[src/rtl/if_fetch_stage.sv]
// rtl/if_fetch_stage.sv - MIPS instruction-fetch stage: PC register, next-PC select, IF/ID register
//
// Optional feature macro: FETCH_PERF_EN (stall/flush performance counters).
//
// Ports:
//   clk, rst_n            rising-edge clock, asynchronous active-low reset
//   pc_load               1 = PC may advance, 0 = hold PC (load-use stall)
//   ifid_ld               1 = IF/ID may load, 0 = hold IF/ID
//   branch_taken/_target  taken branch resolved in ID, destination address
//   jump/jump_target      j/jal/jr resolved in ID, destination address
//   imem_addr             fetch address (current PC, word aligned)
//   imem_rdata/imem_ready instruction word and its valid flag
//   fetch_pc              current PC register value
//   ifid_instr/_pc4/_valid IF/ID pipeline register contents
//   perf_stall_cnt        saturating stall-cycle counter (0 when FETCH_PERF_EN undefined)
//   perf_flush_cnt        saturating flush counter (0 when FETCH_PERF_EN undefined)
module if_fetch_stage #(
  parameter logic [31:0] RESET_PC  = 32'h0000_0000,
  parameter logic [31:0] NOP_INSTR = 32'h0000_0000
) (
  input  logic        clk,
  input  logic        rst_n,
  input  logic        pc_load,
  input  logic        ifid_ld,
  input  logic        branch_taken,
  input  logic [31:0] branch_target,
  input  logic        jump,
  input  logic [31:0] jump_target,
  output logic [31:0] imem_addr,
  input  logic [31:0] imem_rdata,
  input  logic        imem_ready,
  output logic [31:0] fetch_pc,
  output logic [31:0] ifid_instr,
  output logic [31:0] ifid_pc4,
  output logic        ifid_valid,
  output logic [31:0] perf_stall_cnt,
  output logic [31:0] perf_flush_cnt
);

  // PC is kept word aligned, so even a misaligned RESET_PC is forced onto a word.
  localparam logic [31:0] RESET_PC_ALIGNED = {RESET_PC[31:2], 2'b00};

  logic [31:0] pc_q, pc_d;
  logic [31:0] ifid_instr_q, ifid_instr_d;
  logic [31:0] ifid_pc4_q, ifid_pc4_d;
  logic        ifid_valid_q, ifid_valid_d;
  logic        redirect;
  logic [31:0] pc_plus4;

  // Target low bits are ignored: fetches are always word aligned.
  logic unused_target_bits;
  assign unused_target_bits = ^{branch_target[1:0], jump_target[1:0]};

  assign redirect = branch_taken | jump;
  assign pc_plus4 = pc_q + 32'd4;  // wraps modulo 2^32

  always_comb begin
    pc_d = pc_q;
    if (branch_taken) begin
      pc_d = {branch_target[31:2], 2'b00};
    end else if (jump) begin
      pc_d = {jump_target[31:2], 2'b00};
    end else if (pc_load && imem_ready) begin
      pc_d = pc_plus4;
    end
  end

  always_comb begin
    ifid_instr_d = ifid_instr_q;
    ifid_pc4_d   = ifid_pc4_q;
    ifid_valid_d = ifid_valid_q;
    if (redirect) begin
      // Wrong-path instruction fetched this cycle is squashed; pc4 is left alone.
      ifid_instr_d = NOP_INSTR;
      ifid_valid_d = 1'b0;
    end else if (!ifid_ld) begin
      // hold all of IF/ID
    end else if (!imem_ready) begin
      ifid_instr_d = NOP_INSTR;
      ifid_valid_d = 1'b0;
    end else begin
      // With pc_load=0 this deliberately re-captures the same PC (duplicate fetch).
      ifid_instr_d = imem_rdata;
      ifid_pc4_d   = pc_plus4;
      ifid_valid_d = 1'b1;
    end
  end

  always_ff @(posedge clk or negedge rst_n) begin
    if (!rst_n) begin
      pc_q         <= RESET_PC_ALIGNED;
      ifid_instr_q <= NOP_INSTR;
      ifid_pc4_q   <= 32'd0;
      ifid_valid_q <= 1'b0;
    end else begin
      pc_q         <= pc_d;
      ifid_instr_q <= ifid_instr_d;
      ifid_pc4_q   <= ifid_pc4_d;
      ifid_valid_q <= ifid_valid_d;
    end
  end

  assign imem_addr  = pc_q;
  assign fetch_pc   = pc_q;
  assign ifid_instr = ifid_instr_q;
  assign ifid_pc4   = ifid_pc4_q;
  assign ifid_valid = ifid_valid_q;

`ifdef FETCH_PERF_EN
  logic [31:0] stall_cnt_q, stall_cnt_d;
  logic [31:0] flush_cnt_q, flush_cnt_d;

  // Both counters saturate at all-ones instead of wrapping.
  always_comb begin
    stall_cnt_d = stall_cnt_q;
    flush_cnt_d = flush_cnt_q;
    if (!pc_load && !redirect && (stall_cnt_q != 32'hFFFF_FFFF)) begin
      stall_cnt_d = stall_cnt_q + 32'd1;
    end
    if (redirect && (flush_cnt_q != 32'hFFFF_FFFF)) begin
      flush_cnt_d = flush_cnt_q + 32'd1;
    end
  end

  always_ff @(posedge clk or negedge rst_n) begin
    if (!rst_n) begin
      stall_cnt_q <= 32'd0;
      flush_cnt_q <= 32'd0;
    end else begin
      stall_cnt_q <= stall_cnt_d;
      flush_cnt_q <= flush_cnt_d;
    end
  end

  assign perf_stall_cnt = stall_cnt_q;
  assign perf_flush_cnt = flush_cnt_q;
`else
  assign perf_stall_cnt = 32'd0;
  assign perf_flush_cnt = 32'd0;
`endif

endmodule

[config.mk]
export PLATFORM = sky130hd
export DESIGN_NAME = if_fetch_stage
export DESIGN_NICKNAME = d
export VERILOG_FILES = /design/src/rtl/if_fetch_stage.sv
export SDC_FILE = /design/constraint.sdc
export NUM_CORES = 1
export LEC_CHECK = 0
export CAP_MARGIN = 20
export CORE_ASPECT_RATIO = 1.1
export CORE_MARGIN = 4
export CORE_UTILIZATION = 28
export CTS_BUF_LIST = sky130_fd_sc_hd__clkbuf_8
export CTS_CLUSTER_DIAMETER = 150
export DETAILED_ROUTE_END_ITERATION = 6
export DONT_BUFFER_PORTS = 1
export GPL_TIMING_DRIVEN = 0
export PLACE_DENSITY = 0.46
export SKIP_CTS_REPAIR_TIMING = 1
export SYNTH_ARGS = -nofsm -noshare
export SYNTH_HDL_FRONTEND = slang
export SYNTH_SLANG_ARGS = --single-unit
[constraint.sdc]
create_clock -name clk -period 2.65 [get_ports clk]
set_input_delay 0.3975 -clock clk [delete_from_list [all_inputs] [get_ports clk]]
set_output_delay 0.3975 -clock clk [all_outputs]
set_load 0.01 [all_outputs]
==> metrics.yaml, run 1 <==
vias_per_cell: 4.79
status: "finished, final reports clean"
start_util: 0.286
hp-class: "input port to flip-flop"
crit_type: "flip-flop to flip-flop"
synth_edf_count: 0
r2r_cells: 7
placedInstanceArea_mm2: 0.00586
synth.avg_cell_area_um2: 9.43
drtIter0Drc: 167
grt.total_usage: 0.174
core_region_area_mm2: 0.0185
fin_crit_ps: 2460
synthArstFlopShare: 1.00
drv_cap: 0
timing.rr.end: "fetch_pc[27]"
fin_crit_sh: 0.928
cts-root-buf: "clkbuf_8"
die_h_um: 152
antenna_found_initial: 0
p_per_area_mw_per_mm2: 577
wl_per_cell_um: 21.1
cts_made_buffers: 9
final_area_mm2: 0.00612
stdcell_count: 893
maxSlewViolCount: 0
placementRows: 52
worst-slew-pin-transition_ps: 974
ys_types: 50
drt-total-wl_um: 18800
die_x_um: 139
synthFlopType: "dfrtp_1"
worstPathRequired_ps: 2920
syn_inst: 561
grt-ovfl-total: 0
nets: 749
p_leak_nw: 2.78
cts_num_sinks: 93
syn-cell-area_mm2: 0.00529
place_inst: 874
vias: 4274
place_congestion: 0.830
cp-start-kind: "flip-flop"
n_fill_cell: 1961
dp_slack_ps: 114
design.die.area_mm2: 0.0212
dr.pass1.iters: 5
antenna_cells: 0
synth-seq-area-share: 0.440
hold_violations: 0
fmax_mhz: 407
port_buffers: 0
peakVddDrop_v: 0.000208
crit_fanout: 8
hp-start: "branch_target[2]"
rsz0062_at_grt: "no"
drive_gt1_frac: 0.209
clk_pin_slew_ps: 100
rrSetupSlack_ps: 190
antenna_left: 0
htree_levels: 3
slew-limit-headroom: 0.348
setup_viol: 0
drcViolationCount: 0
cts_buffer_depth: 2
endpoint_kind: "flip-flop"
boundaryPins: 296
clock_latency_ps: 380
hold_slack_ps: 143
ys_warn_count: 0
arrival_ps: 2720
hold_depth: 2
fin_worst_skew_ps: 12.4
fin_util: 0.331
area_growth_pct: 15.7
grt_pass1_vias: 4492
rr_startpoint: "fetch_pc[10]"
hold-path-endpoint: "fetch_pc[2]"
cts_tree: "built"
finalPower_mw: 3.53
grt_pass1_wl_um: 28200
fin_tns_setup_ps: 0
synth-seq-cells: 93
setup_ws_ps: 192
grt_max_degree: 94
dp_hpwl_um: 14500
==> metal layers <==
metal  vias up  track usage  wire length [um]
li1       1968            -                 -
met1      2045        0.210              7670
met2       239        0.290              9000
met3        22       0.0662              1860
met4         0       0.0489               312
met5         -            0                 0
==> registers in the layout (all words and copies together), names as in the netlist <==
register,count
ifid_instr,32
fetch_pc,30
ifid_pc4,30
ifid_valid,1
==> where the power goes <==
part	switching (mW)	internal, mW
registers	0.278	1.57
logic	0.366	0.286
clock network	0.538	0.490
==> cell usage after synthesis (2+ instances only) <==
library cell,instances,share of area
a22o_1,33,0.055
a21oi_1,17,0.016
a31oi_1,3,0.0035
inv_1,6,0.0043
and2_1,2,0.0024
nand3_1,17,0.016
a211oi_1,3,0.0043
buf_4,100,0.14
nand4_1,5,0.0059
nor4_2,2,0.0047
o21ai_1,3,0.0028
or4_1,4,0.0057
buf_2,5,0.0047
o21ai_0,47,0.044
nor2_1,22,0.016
o22ai_1,5,0.0059
nor3_1,14,0.013
and4_1,2,0.0033
o22a_1,2,0.0033
a22oi_1,15,0.021
dfrtp_1,93,0.44
o221ai_1,2,0.0033
o31ai_1,2,0.0028
buf_1,3,0.0021
nor4_1,5,0.0059
xor2_1,14,0.023
clkbuf_1,23,0.016
nand2_1,59,0.042
and3_1,2,0.0024
xnor2_1,31,0.051
==> worst max path at each step <==
stage / from / end / slack (ps) / depth (start not counted)
after global placement: fetch_pc[4] / fetch_pc[31] / -150 / 5
after global routing: fetch_pc[2] / ifid_pc4[30] / 20 / 6
final: fetch_pc[10] / fetch_pc[27] / 190 / 7
after detailed placement: fetch_pc[4] / fetch_pc[27] / 110 / 6
after floorplan: fetch_pc[10] / fetch_pc[27] / 500 / 7
after CTS: fetch_pc[4] / fetch_pc[27] / 100 / 6
==> placed cells by master, fill, tap and decap left out, types with 4 or more instances in the layout <==
| cell type | n |
|---|---|
| a21oi_1 | 17 |
| a22o_1 | 33 |
| a22oi_1 | 15 |
| buf_2 | 6 |
| buf_4 | 101 |
| clkbuf_1 | 23 |
| clkbuf_8 | 11 |
| conb_1 | 70 |
| dfrtp_1 | 93 |
| inv_1 | 6 |
| nand2_1 | 59 |
| nand3_1 | 17 |
| nand4_1 | 5 |
| nor2_1 | 22 |
| nor3_1 | 14 |
| nor4_1 | 4 |
| o21ai_0 | 47 |
| o22ai_1 | 5 |
| or4_1 | 4 |
| xnor2_1 | 31 |
| xor2_1 | 14 |
==> critical path: stages, from the launching register on <==
cell     delay, ps
dfrtp_1        430
buf_2          220
nand4_2        230
or4_1          540
buf_2          200
or4_1          470
o21ai_0        150
a21oi_1        110
==> area by class of cell <==
cell class	instances	area, um^2	share of cell area
plain buffers	133	890	0.145
inverters	7	26.3	0.00429
clock buffers	11	151	0.0247
flip-flops and latches	93	2330	0.380
multi-input cells	397	2310	0.378
well taps	243	304	0.0497
clock inverters	5	57.6	0.00941
repair buffers	4	50.0	0.00818
==> logic make-up after synthesis <==
family                   synth area share
buffers and inverters               0.173
flip-flops                          0.440
XOR/XNOR                           0.0745
AND/OR/NAND/NOR                     0.131
multiplexers                      0.00189
other                            0.000709
AO/OA/AOI/OAI                       0.177
adder cells (fa/ha/maj)           0.00236
Note: power is estimated with default switching activity, not from simulation.
==> run 2, diff against run 1 <==
==> constraint.sdc (replaced) <==
create_clock -name clk -period 2.85 [get_ports clk]
set_input_delay 0.4275 -clock clk [delete_from_list [all_inputs] [get_ports clk]]
set_output_delay 0.4275 -clock clk [all_outputs]
set_load 0.01 [all_outputs]
==> metrics.yaml, run 2 (synthesized netlist as in run 1, its figures left out) <==
status: "finished, final reports clean"  # unchanged
start_util: 0.286  # unchanged
fin_crit_ps: 2530  # was 2460 ps
cts-root-buf: "clkbuf_8"  # unchanged
dp_hpwl_um: 14500  # unchanged
arrival_ps: 2800  # was 2720 ps
nets: 748  # was 749
grt_pass1_wl_um: 28200  # unchanged
slowest_delay_ps: 580  # was 540 ps
largest_reg_flops: 32  # unchanged
die_h_um: 152  # unchanged
crit_chain: "nand4_1 > or4_1 > buf_2 > or4_1 > o21ai_0 > a21oi_1"  # was buf_2 > nand4_2 > or4_1 > buf_2 > or4_1 > o21ai_0 > a21oi_1
final_cell_mix: "buf_4, dfrtp_1, conb_1, nand2_1, o21ai_0"  # unchanged
vias_per_cell: 4.79  # about the same
fin_crit_sh: 0.888  # was 0.928
cts_buffer_depth: 2  # unchanged
setup_viol: 0  # unchanged
slew-limit-headroom: 0.347  # was 0.348
grt.total_usage: 0.174  # unchanged
core_region_area_mm2: 0.0185  # unchanged
cts_made_buffers: 9  # unchanged
design.die.area_mm2: 0.0212  # unchanged
drive_gt1_frac: 0.206  # was 0.209
antenna_left: 0  # unchanged
p_leak_nw: 2.77  # was 2.78 nW
crit_type: "flip-flop to flip-flop"  # unchanged
fin_tns_setup_ps: 0  # unchanged
maxSlewViolCount: 0  # unchanged
placementRows: 52  # unchanged
crit_path_top_delay_cell: "dfrtp_1"  # was or4_1
cts_tree: "built"  # unchanged
hp-class: "input port to flip-flop"  # unchanged
port_buffers: 0  # unchanged
boundaryPins: 296  # unchanged
drt-total-wl_um: 18700  # was 18800 um
drtIter0Drc: 150  # was 167
final_common_cell: "buf_4"  # unchanged
area_growth_pct: 15.4  # was 15.7%
stdcell_count: 892  # was 893
grt-ovfl-total: 0  # unchanged
place_inst: 874  # unchanged
wl_per_cell_um: 21.0  # was 21.1 um
grt_max_degree: 94  # unchanged
dr.pass1.iters: 5  # unchanged
worstPathRequired_ps: 3110  # was 2920 ps
fmax_mhz: 395  # was 407 MHz
worst-slew-pin-transition_ps: 976  # was 974 ps
drv_cap: 0  # unchanged
p_per_area_mw_per_mm2: 537  # was 577 mW/mm^2
drcViolationCount: 0  # unchanged
rsz0062_at_grt: "no"  # unchanged
cts_num_sinks: 93  # unchanged
vias: 4271  # was 4274
grt_pass1_vias: 4492  # unchanged
antenna_found_initial: 0  # unchanged
crit_fanout: 8  # unchanged
cp-start-kind: "flip-flop"  # unchanged
fin_worst_skew_ps: 13.5  # was 12.4 ps
endpoint_kind: "flip-flop"  # unchanged
peakVddDrop_v: 0.000193  # was 0.000208 V
hold_depth: 2  # unchanged
clk_pin_slew_ps: 100  # about the same
r2r_cells: 6  # was 7
place_congestion: 0.830  # unchanged
cpMostUsedCell: "or4_1"
clock_latency_ps: 380  # about the same
hold_violations: 0  # unchanged
htree_levels: 3  # unchanged
die_x_um: 139  # unchanged
antenna_cells: 0  # unchanged
## run 2: cell count changes in the layout (fill, tap and decap cells not counted)
cell    previous run  this run
nor4_1             4         5
nor4_2             3         2
buf_4            101       100
## run 2: per-layer routing
layer	track usage	vias up	routed length [um]	part of all wire
met1	0.210	2036	7560	0.40
met4	0.0489	0	301	0.016
li1	-	1967	-	-
met2	0.290	248	8950	0.48
met5	0	-	0	0
met3	0.0662	20	1940	0.10
## run 2: cell type report
| type | instances | area (um^2) |
|---|---|---|
| Multi-Input combinational cell | 397 | 2310 |
| Inverter | 7 | 26.3 |
| Clock buffer | 11 | 151 |
| Fill cell | 1962 | 12400 |
| Clock inverter | 5 | 57.6 |
| Timing Repair Buffer | 3 | 42.5 |
| Buffer | 133 | 890 |
| Tap cell | 243 | 304 |
| Sequential cell | 93 | 2330 |
## run 2: worst paths after layout
| check | start | end | slack, ps |
|---|---|---|---|
| min in group asynchronous | rst_n | ifid_instr[19] | 620 |
| max in group asynchronous | rst_n | ifid_valid | 1860 |
| worst max-delay path | fetch_pc[4] | fetch_pc[27] | 320 |
| worst min register to register | ifid_valid | ifid_valid | 570 |
| worst max register to register | fetch_pc[4] | fetch_pc[27] | 320 |
| worst min-delay path | branch_target[2] | fetch_pc[2] | 170 |
## run 2: stage by stage
step	util	hold slack, ps	total power, mW	setup WS [ps]	cell area [um^2]
after floorplan	-	132	2.14	696	5550
after global placement	0.317	134	2.32	48.9	5850
after detailed placement	0.317	134	2.33	314	5860
after CTS	0.328	-294	3.29	297	6070
after global routing	0.330	147	3.49	125	6100
final	0.330	175	3.28	318	6100
## run 2: critical path, delay by kind of cell, from the launching register on
kind	cells	cell delay, ps
AND/OR/NAND/NOR	3	1370
flip-flops	1	580
AO/OA/AOI/OAI	2	250
buffers and inverters	1	200
## run 2: power breakdown
part	internal, mW	leakage [nW]	switching (mW)
Combinational	0.265	1.46	0.338
Clock	0.456	0.110	0.502
Sequential	1.46	1.20	0.258
Total	2.18	2.77	1.10
==> run 3, diff against run 2 <==
--- a/config.mk
+++ b/config.mk
@@ -5,6 +5,7 @@
 export SDC_FILE = /design/constraint.sdc
 export NUM_CORES = 1
 export LEC_CHECK = 0
+export ABC_CLOCK_PERIOD_IN_PS = 2850
 export CAP_MARGIN = 20
 export CORE_ASPECT_RATIO = 1.1
 export CORE_MARGIN = 4
@@ -14,7 +15,7 @@
 export DETAILED_ROUTE_END_ITERATION = 6
 export DONT_BUFFER_PORTS = 1
 export GPL_TIMING_DRIVEN = 0
-export PLACE_DENSITY = 0.46
+export PLACE_DENSITY = 0.48
 export SKIP_CTS_REPAIR_TIMING = 1
 export SYNTH_ARGS = -nofsm -noshare
 export SYNTH_HDL_FRONTEND = slang
==> metrics.yaml, run 3 (synthesized netlist as in run 1, its figures left out) <==
status: "finished, final reports clean"  # unchanged
port_buffers: 0  # unchanged
endpoint_kind: "flip-flop"  # unchanged
fin_crit_sh: 0.885  # was 0.888
htree_levels: 3  # unchanged
drtIter0Drc: 171  # was 150
fmax_mhz: 397  # was 395 MHz
die_x_um: 139  # unchanged
fin_tns_setup_ps: 0  # unchanged
largest_reg_flops: 32  # unchanged
drv_cap: 0  # unchanged
cp-start-kind: "flip-flop"  # unchanged
final_cell_mix: "buf_4, dfrtp_1, conb_1, nand2_1, o21ai_0"  # unchanged
antenna_cells: 0  # unchanged
fin_crit_ps: 2520  # was 2530 ps
crit_type: "flip-flop to flip-flop"  # unchanged
boundaryPins: 296  # unchanged
worst-slew-pin-transition_ps: 960  # was 976 ps
rsz0062_at_grt: "no"  # unchanged
cts_buffer_depth: 2  # unchanged
hold_violations: 0  # unchanged
crit_fanout: 8  # unchanged
grt_pass1_wl_um: 28000  # was 28200 um
start_util: 0.286  # unchanged
dp_slack_ps: 138  # was 314 ps
placementRows: 52  # unchanged
setup_ws_ps: 328  # was 318 ps
grt.total_usage: 0.173  # was 0.174
arrival_ps: 2780  # was 2800 ps
dp_hpwl_um: 14500  # about the same
grt_max_degree: 94  # unchanged
maxSlewViolCount: 0  # unchanged
worstPathRequired_ps: 3110  # about the same
slowest_delay_ps: 590  # was 580 ps
p_leak_nw: 2.77  # about the same
clk_pin_slew_ps: 90  # was 100 ps
place_inst: 874  # unchanged
grt_pass1_vias: 4351  # was 4492
crit_chain: "nand4_1 > or4_1 > buf_2 > or4_1 > o21ai_0 > a21oi_1"  # unchanged
cts_num_sinks: 93  # unchanged
wl_per_cell_um: 21.0  # about the same
fin_worst_skew_ps: 13.5  # about the same
place_congestion: 0.880  # was 0.830
stdcell_count: 892  # unchanged
vias_per_cell: 4.79  # about the same
core_region_area_mm2: 0.0185  # unchanged
drt-total-wl_um: 18700  # about the same
drive_gt1_frac: 0.206  # unchanged
crit_path_top_delay_cell: "dfrtp_1"  # unchanged
peakVddDrop_v: 0.000177  # was 0.000193 V
nets: 748  # unchanged
cts-root-buf: "clkbuf_8"  # unchanged
design.die.area_mm2: 0.0212  # unchanged
antenna_found_initial: 0  # unchanged
vias: 4277  # was 4271
final_common_cell: "buf_4"  # unchanged
cts_made_buffers: 9  # unchanged
slew-limit-headroom: 0.357  # was 0.347
p_per_area_mw_per_mm2: 534  # was 537 mW/mm^2
setup_viol: 0  # unchanged
die_h_um: 152  # unchanged
hp-class: "input port to flip-flop"  # unchanged
cpMostUsedCell: "or4_1"  # unchanged
drcViolationCount: 0  # unchanged
clock_latency_ps: 380  # about the same
cts_tree: "built"  # unchanged
dr.pass1.iters: 4  # was 5
antenna_left: 0  # unchanged
grt-ovfl-total: 0  # unchanged
area_growth_pct: 15.2  # was 15.4%
-- run 3: area by class of cell --
| class | count | area (um^2) |
|---|---|---|
| Buffer | 133 | 890 |
| Clock buffer | 10 | 138 |
| Clock inverter | 6 | 62.6 |
| Fill cell | 1977 | 12400 |
| Inverter | 7 | 26.3 |
| Multi-Input combinational cell | 397 | 2310 |
| Sequential cell | 93 | 2330 |
| Tap cell | 243 | 304 |
| Timing Repair Buffer | 3 | 42.5 |
-- run 3: critical path: cells and delay by family (launching register included) --
family	cells	cell delay, ps
flip-flops	1	590
buffers and inverters	1	200
AO/OA/AOI/OAI	2	200
AND/OR/NAND/NOR	3	1390
-- run 3: per-layer routing --
layer  track usage  vias up  routed length, um
li1              -     1978                  -
met1         0.209     2043               7470
met2         0.289      239               9210
met3        0.0684       17               1840
met4        0.0433        0                225
met5             0        -                  0
-- run 3: metrics by stage --
step | power [mW] | hold slack (ps) | utilization | instance area [um^2]
3_5_place_dp | 2.33 | 134 | 0.317 | 5860
3_3_place_gp | 2.32 | 134 | 0.317 | 5850
5_1_grt | 3.46 | 158 | 0.330 | 6100
2_1_floorplan | 2.14 | 132 | - | 5550
4_1_cts | 3.28 | -295 | 0.328 | 6060
6_report | 3.25 | 178 | 0.330 | 6100
-- run 3: report_power, final --
group          internal, mW  switching, mW  total (mW)
combinational         0.265          0.341       0.606
sequential             1.46          0.262        1.72
clock                 0.429          0.497       0.925
-- run 3: path summary, 6_finish.rpt --
check	start	to	slack, ps	depth (start not counted)
max	fetch_pc[2]	fetch_pc[27]	330	6
min in group asynchronous	rst_n	ifid_instr[22]	630	2
max reg2reg	fetch_pc[2]	fetch_pc[27]	330	6
min	branch_target[2]	fetch_pc[2]	180	2
min reg2reg	ifid_pc4[11]	ifid_pc4[11]	570	2
max in group asynchronous	rst_n	ifid_valid	1850	2
